**src/rtl/mem_stage.sv**
```systemverilog
// Memory pipeline stage: captures an EX instruction, issues one data-SRAM access
// for loads/stores, formats load data and hands the result to WB.
module mem_stage (
    input  logic        clk,
    input  logic        rst_n,
    input  logic        ex_to_mem_valid,
    output logic        o_mem_ready,
    input  logic        ex_mem_re,
    input  logic        ex_mem_we,
    input  logic [2:0]  ex_mem_op,
    input  logic [31:0] ex_alu_res,
    input  logic [31:0] ex_store_data,
    input  logic [4:0]  ex_rf_waddr,
    input  logic        ex_rf_we,
    input  logic [31:0] ex_pc,
    input  logic [31:0] ex_inst,
    output logic        data_sram_req,
    output logic        data_sram_wr,
    output logic [1:0]  data_sram_size,
    output logic [3:0]  data_sram_wstrb,
    output logic [31:0] data_sram_addr,
    output logic [31:0] data_sram_wdata,
    input  logic        data_sram_addr_ok,
    input  logic        data_sram_data_ok,
    input  logic [31:0] data_sram_rdata,
    input  logic        i_wb_ready,
    output logic        mem_to_wb_valid,
    output logic [31:0] mem_result,
    output logic [4:0]  mem_rf_waddr,
    output logic        mem_rf_we,
    output logic [31:0] mem_pc,
    output logic [31:0] mem_inst,
    output logic        mem_load_busy
);
    typedef enum logic [1:0] {IDLE, REQ, WAIT, DONE} state_t;

    state_t      state, state_nxt;
    logic        accept;
    logic        cap_re, cap_we, cap_rf_we;
    logic [2:0]  cap_op;
    logic [31:0] cap_addr, cap_sd, cap_pc, cap_inst, result;
    logic [4:0]  cap_waddr;
    logic [7:0]  byte_sel;
    logic [15:0] half_sel;
    logic [31:0] load_val;

    // State register
    always_ff @(posedge clk) begin
        if (!rst_n) state <= IDLE;
        else        state <= state_nxt;
    end

    // Next state and handshake outputs
    always_comb begin
        state_nxt     = state;
        o_mem_ready   = 1'b0;
        accept        = 1'b0;
        data_sram_req = 1'b0;
        case (state)
            IDLE: o_mem_ready = 1'b1;
            DONE: o_mem_ready = i_wb_ready;
            default: o_mem_ready = 1'b0;
        endcase
        accept = ex_to_mem_valid & o_mem_ready;
        case (state)
            IDLE: if (accept) state_nxt = (ex_mem_re | ex_mem_we) ? REQ : DONE;
            REQ: begin
                data_sram_req = 1'b1;
                if (data_sram_addr_ok) state_nxt = WAIT;
            end
            WAIT: if (data_sram_data_ok) state_nxt = DONE;
            DONE: begin
                if (i_wb_ready) begin
                    if (accept) state_nxt = (ex_mem_re | ex_mem_we) ? REQ : DONE;
                    else        state_nxt = IDLE;
                end
            end
            default: state_nxt = IDLE;
        endcase
    end

    // Captured instruction fields and stage result
    always_ff @(posedge clk) begin
        if (!rst_n) begin
            cap_re    <= 1'b0;
            cap_we    <= 1'b0;
            cap_op    <= 3'd0;
            cap_addr  <= 32'd0;
            cap_sd    <= 32'd0;
            cap_waddr <= 5'd0;
            cap_rf_we <= 1'b0;
            cap_pc    <= 32'd0;
            cap_inst  <= 32'd0;
            result    <= 32'd0;
        end else if (accept) begin
            cap_re    <= ex_mem_re;
            cap_we    <= ex_mem_we;
            cap_op    <= ex_mem_op;
            cap_addr  <= ex_alu_res;
            cap_sd    <= ex_store_data;
            cap_waddr <= ex_rf_waddr;
            cap_rf_we <= ex_rf_we;
            cap_pc    <= ex_pc;
            cap_inst  <= ex_inst;
            result    <= ex_alu_res;
        end else if (state == WAIT && data_sram_data_ok) begin
            result <= cap_we ? cap_addr : load_val;
        end
    end

    // Load lane selection and extension
    always_comb begin
        case (cap_addr[1:0])
            2'd0:    byte_sel = data_sram_rdata[7:0];
            2'd1:    byte_sel = data_sram_rdata[15:8];
            2'd2:    byte_sel = data_sram_rdata[23:16];
            default: byte_sel = data_sram_rdata[31:24];
        endcase
        half_sel = cap_addr[1] ? data_sram_rdata[31:16] : data_sram_rdata[15:0];
        case (cap_op[1:0])
            2'b00:   load_val = cap_op[2] ? {24'd0, byte_sel} : {{24{byte_sel[7]}}, byte_sel};
            2'b01:   load_val = cap_op[2] ? {16'd0, half_sel} : {{16{half_sel[15]}}, half_sel};
            default: load_val = data_sram_rdata;
        endcase
    end

    // Request fields, strobes and replicated store data
    always_comb begin
        data_sram_wr    = cap_we;
        data_sram_size  = cap_op[1:0];
        data_sram_addr  = (cap_op[1:0] == 2'b10) ? {cap_addr[31:2], 2'b00} : cap_addr;
        data_sram_wstrb = 4'b0000;
        case (cap_op[1:0])
            2'b00: begin
                data_sram_wdata = {4{cap_sd[7:0]}};
                if (cap_we) data_sram_wstrb = 4'b0001 << cap_addr[1:0];
            end
            2'b01: begin
                data_sram_wdata = {2{cap_sd[15:0]}};
                if (cap_we) data_sram_wstrb = cap_addr[1] ? 4'b1100 : 4'b0011;
            end
            default: begin
                data_sram_wdata = cap_sd;
                if (cap_we) data_sram_wstrb = 4'b1111;
            end
        endcase
    end

    assign mem_to_wb_valid = (state == DONE);
    assign mem_rf_we       = cap_rf_we & mem_to_wb_valid;
    assign mem_load_busy   = cap_re & ((state == REQ) | (state == WAIT));
    assign mem_result      = result;
    assign mem_rf_waddr    = cap_waddr;
    assign mem_pc          = cap_pc;
    assign mem_inst        = cap_inst;

endmodule

```
**config.mk**
```make
export PLATFORM = sky130hd
export DESIGN_NAME = mem_stage
export DESIGN_NICKNAME = d
export VERILOG_FILES = /design/src/rtl/mem_stage.sv
export SDC_FILE = /design/constraint.sdc
export NUM_CORES = 1
export LEC_CHECK = 0
export CAP_MARGIN = 20
export CORE_MARGIN = 5
export CORE_UTILIZATION = 39
export DETAILED_ROUTE_END_ITERATION = 6
export PLACE_DENSITY = 0.77
export SLEW_MARGIN = 15
export SYNTH_ARGS = -nofsm -noshare
export SYNTH_HDL_FRONTEND = slang
export SYNTH_SLANG_ARGS = --single-unit
```
**constraint.sdc**
```tcl
create_clock -name clk -period 1.9 [get_ports clk]
set_clock_uncertainty 0.15 [all_clocks]
set_input_delay 0.38 -clock clk [delete_from_list [all_inputs] [get_ports clk]]
set_output_delay 0.38 -clock clk [all_outputs]
set_load 0.05 [all_outputs]
```
==> summary.md <==
| Metric | Value |
|---|---|
| Status | `finished, violations left` |
| Failing checks | `design-rule violations, negative setup slack` |
| Inserted Clock Buffers | `17` |
| Setup ws final | `-0.329 ns` |
| Final period utilization | `117%` |
| Sequential Power Share | `between 20% and 30%` |
| Final core utilization | `between 70 and 80%` |
| Design Area, Final | `between 15,000 and 20,000 sq um` |
| Synth cell types | `48` |
| Switching Share | `a little under half` |
| Switch Pwr | `12,500 uW` |
| Die area | `about 24,000 sq um` |
| Lkg Pwr | `0.00635 uW` |
| R2R Path End | `mem_result[24]` |
| Adder-Cell Fraction of Synth Area | `less than 1%` |
| First-pass GRT wire length | `49.4 mm` |
| Vias post-DR | `10,300` |
| Netlist Area Pre-Place | `approximately 8200 sq um` |
| VDD IR-drop max | `between 0.0008 and 0.0009 V` |
| Root Driver | `clkbuf_16` |
| Hold depth | `2` |
| Post-layout min period | `around 2.2 ns` |
| Die Y | `between 150 and 200 um` |
| First DRT Iteration DRCs | `just under 1,000` |
| Post-Synthesis Cells | `about 1,100` |
| CP cell instances | `inv_4, ha_4, buf_6, nor2b_4, buf_12, buf_8, nand2_8, clkbuf_16, mux2i_1, a311oi_1` |
| WL per Instance | `between 20 and 25 um` |
| Hold Path End | `mem_inst[8]` |
| DR DRC count | `1` |
| Syn-to-layout area delta | `91.4%` |
| Number of global-route vias before repair | `9,094` |
| Fin cells | `roughly 1,800` |
| DRT Pass-1 Iters | `7` |
| Worst Path Required | `between 2 and 2.5 ns` |
| Area of the multi-input gates | `5410 sq um` |
| Hold Startpoint | `mem_inst[8]` |
| Gr ovfl total | `0` |
| N_diodes | `0` |
| Routed vias/inst | `around 5.7` |
| Routability-driven placement congestion ratio | `0.879` |
| Final count of pins violating max slew | `0` |
| Max-slew headroom | `68.7%` |
| Post-synthesis register bit count | `approximately 170` |
| Hpwl dp | `between 20 and 25 mm` |
| Max-cap viol count | `0` |
| Mean Syn Cell Area | `between 7 and 8 sq um` |
| Final hold vios | `0` |
| Critical path class | `flip-flop to flip-flop` |
| Largest net degree at the start of global routing | `40` |
| Element type at the critical path end | `flip-flop` |
| Cell depth of the worst flop-to-flop path | `10` |
| Fill cells | `~1,300` |
| Synth warn | `0` |
| Clk network pwr share | `12.8%` |
| PD cells | `approximately 1700 nW/um^2` |
| Mux contribution to synthesized area | `under 10%` |
| Top_reg_cell synth | `dfxtp_1` |
| Clock transition at path regs | `around 0.070 ns` |
| FF-to-FF Start | `state[0]` |
| Internal power | `~14,000 uW` |
| Routed WL | `between 30 and 40 mm` |
| DP Area | `roughly 13,000 sq um` |
| Core footprint | `roughly 21,000 sq um` |
| Post-CTS Hold Fix Bufs | `0` |
| Worst path slowest cell | `dfxtp_2` |
| H-tree lvl count | `4` |
| Critical Path AT | `roughly 2.4 ns` |
| Starting Density | `39.4%` |
| Synth Area in XOR/XNOR | `0%` |
| HP Class | `flip-flop to flip-flop` |
| Comb pwr share | `66.4%` |
| Post-synthesis compound-gate area fraction | `a little under a quarter` |
| Layout cells sized above 1 | `between 40 and 50%` |
| Register area | `between 3000 and 4000 sq um` |
| Setup TNS | `-18.92 ns` |
| Cell count after placement | `1,682` |
| Post-Synth Simple-Gate Area | `18.7%` |
| Post-synth EDFFs | `0` |
| GRT Total Usage | `between 20% and 30%` |
| Initial antenna violation count | `2` |
| Worst slack, placed | `-0.336 ns` |
| Clock sinks | `173` |
| FP Rows | `53` |
| Synthesized Nets | `~1,300` |
| Nets | `~1,700` |
| RSZ-0062 raised after global routing | `yes` |
| Slew @ Worst Pin | `roughly 0.47 ns` |
| Post-synth ARST share | `0%` |
| I/O Buffers | `353` |
| CP max FO | `6` |
| ANT nets after route | `0` |
| I/O pins | `between 300 and 400` |
| Max stage delay on crit path | `0.37 ns` |
| Largest family of logic cells by synthesized area | `compound AO/OA/AOI/OAI gates` |
| R2r setup slk | `-0.33 ns` |
| Setup-failing EPs final | `roughly 170` |
| Seq/Total Area, Yosys | `42.1%` |
| Worst-Skew Late Latency | `0.43 ns` |
| Critical path launch point type | `flip-flop` |
| Die width | `between 150 and 200 um` |
| Clk buf depth | `2` |
| Fmax | `between 0.4 and 0.5 GHz` |
| CTS tree | `yes` |
-- power groups by stage --
| stage | registers, uW | clock network (uW) | logic, uW |
|---|---|---|---|
| final | 5520 | 3410 | 17600 |
| after global routing | 5620 | 3600 | 18300 |
| after CTS | 5260 | 3430 | 13300 |
| after detailed placement | 5300 | 0 | 12500 |
| after global placement | 5270 | 0 | 12300 |
| after floorplan | 7110 | 0 | 5890 |
-- registers in the layout (all words and copies together), names as in the netlist --
register	cells
cap_addr	32
cap_op	3
cap_re	1
cap_rf_we	1
cap_sd	32
data_sram_wr	1
mem_inst	32
mem_pc	32
mem_result	32
mem_rf_waddr	5
state	2
-- cell usage after synthesis (3+ instances only) --
cell | n | area share, %
nand2_1 | 325 | 15
a21oi_1 | 181 | 11
dfxtp_1 | 173 | 42
clkbuf_1 | 55 | 2.5
o21ai_0 | 43 | 2.6
buf_4 | 41 | 3.7
mux2i_1 | 32 | 3.9
inv_1 | 27 | 1.2
a31oi_1 | 26 | 2.0
buf_2 | 22 | 1.3
a311oi_1 | 17 | 1.8
mux2_2 | 17 | 2.3
nor2_1 | 12 | 0.55
a22oi_1 | 11 | 1.0
buf_1 | 9 | 0.41
a311o_1 | 8 | 0.97
and3b_1 | 8 | 0.85
nand2b_1 | 8 | 0.61
o22ai_1 | 8 | 0.61
nand3_1 | 7 | 0.43
and2_1 | 6 | 0.46
a221oi_1 | 5 | 0.53
nor2b_1 | 5 | 0.38
ha_1 | 4 | 0.61
o32ai_1 | 3 | 0.32
-- layout by cell type, fill, tap and decap left out, types with 5 or more instances in the layout --
master	count
nand2_4	63
nand2_1	236
o22ai_1	8
buf_12	63
and3b_1	8
nand2b_1	6
mux2_4	10
buf_8	18
buf_6	31
a22oi_1	9
mux2i_1	23
a21oi_1	94
nor2_4	6
nand2_2	25
clkdlybuf4s50_1	176
inv_1	24
mux2i_4	7
a311o_1	8
buf_4	219
clkbuf_16	35
o21ai_1	17
o21ai_4	8
nand3_1	5
a21oi_2	83
a311oi_1	16
a31oi_1	25
dfxtp_1	166
a21oi_4	5
mux2_2	7
o21ai_0	16
nor2_1	6
-- layer usage --
metal	up-vias	wire length, um	GRT usage [%]
li1	4519	-	-
met5	-	26	0
met3	183	3910	7.73
met2	682	19500	42.6
met4	4	1890	9.50
met1	4866	14400	30.9
-- repair_timing --
item,4_1_cts,5_1_grt
setup buffers,20,26
endpoints found under the setup margin,197,175
gates resized for setup,89,343
pin swaps,17,185
cloned,6,27
-- worst max-delay path by stage --
| stage | end | cells past startpoint | start | slack, ns |
|---|---|---|---|---|
| floorplan | data_sram_wstrb[3] | 6 | cap_op[0] | -0.02 |
| global placement | mem_result[9] | 6 | data_sram_data_ok | -0.29 |
| detailed placement | mem_result[22] | 6 | ex_to_mem_valid | -0.34 |
| CTS | data_sram_wdata[15] | 4 | cap_op[0] | -0.25 |
| global route | mem_result[24] | 10 | state[0] | -0.40 |
| finish | mem_result[24] | 10 | state[0] | -0.33 |
-- cell type report --
class / count / share of cell area [%]
Timing Repair Buffer: 529 / 37.1
Multi-Input combinational cell: 752 / 34.3
Sequential cell: 173 / 22.1
Clock buffer: 19 / 2.75
Tap cell: 275 / 2.18
Clock inverter: 13 / 0.794
Inverter: 28 / 0.699
-- worst max-delay path, delay by kind of cell, from the launching register on --
family          cells  cell delay [ns]
compound gates      1             0.35
fa+ha+maj           1             0.26
buf+inv             5             0.63
flops               1             0.37
mux                 1             0.11
simple gates        2             0.22
-- per-stage QoR --
stage | hold WS, ns | total power [uW]
4_1_cts | 0.303 | 22000
3_3_place_gp | 0.286 | 17600
2_1_floorplan | 0.282 | 13000
5_1_grt | 0.324 | 27500
3_5_place_dp | 0.289 | 17800
6_report | 0.306 | 26500
-- cells by family (layout without fill, tap and decap cells) --
logic type | after synthesis | in the layout
fa+ha+maj | 4 | 4
compound gates | 318 | 318
mux | 50 | 50
flops | 173 | 173
buf+inv | 157 | 589
simple gates | 378 | 380
Note: power is estimated with default switching activity, not from simulation.
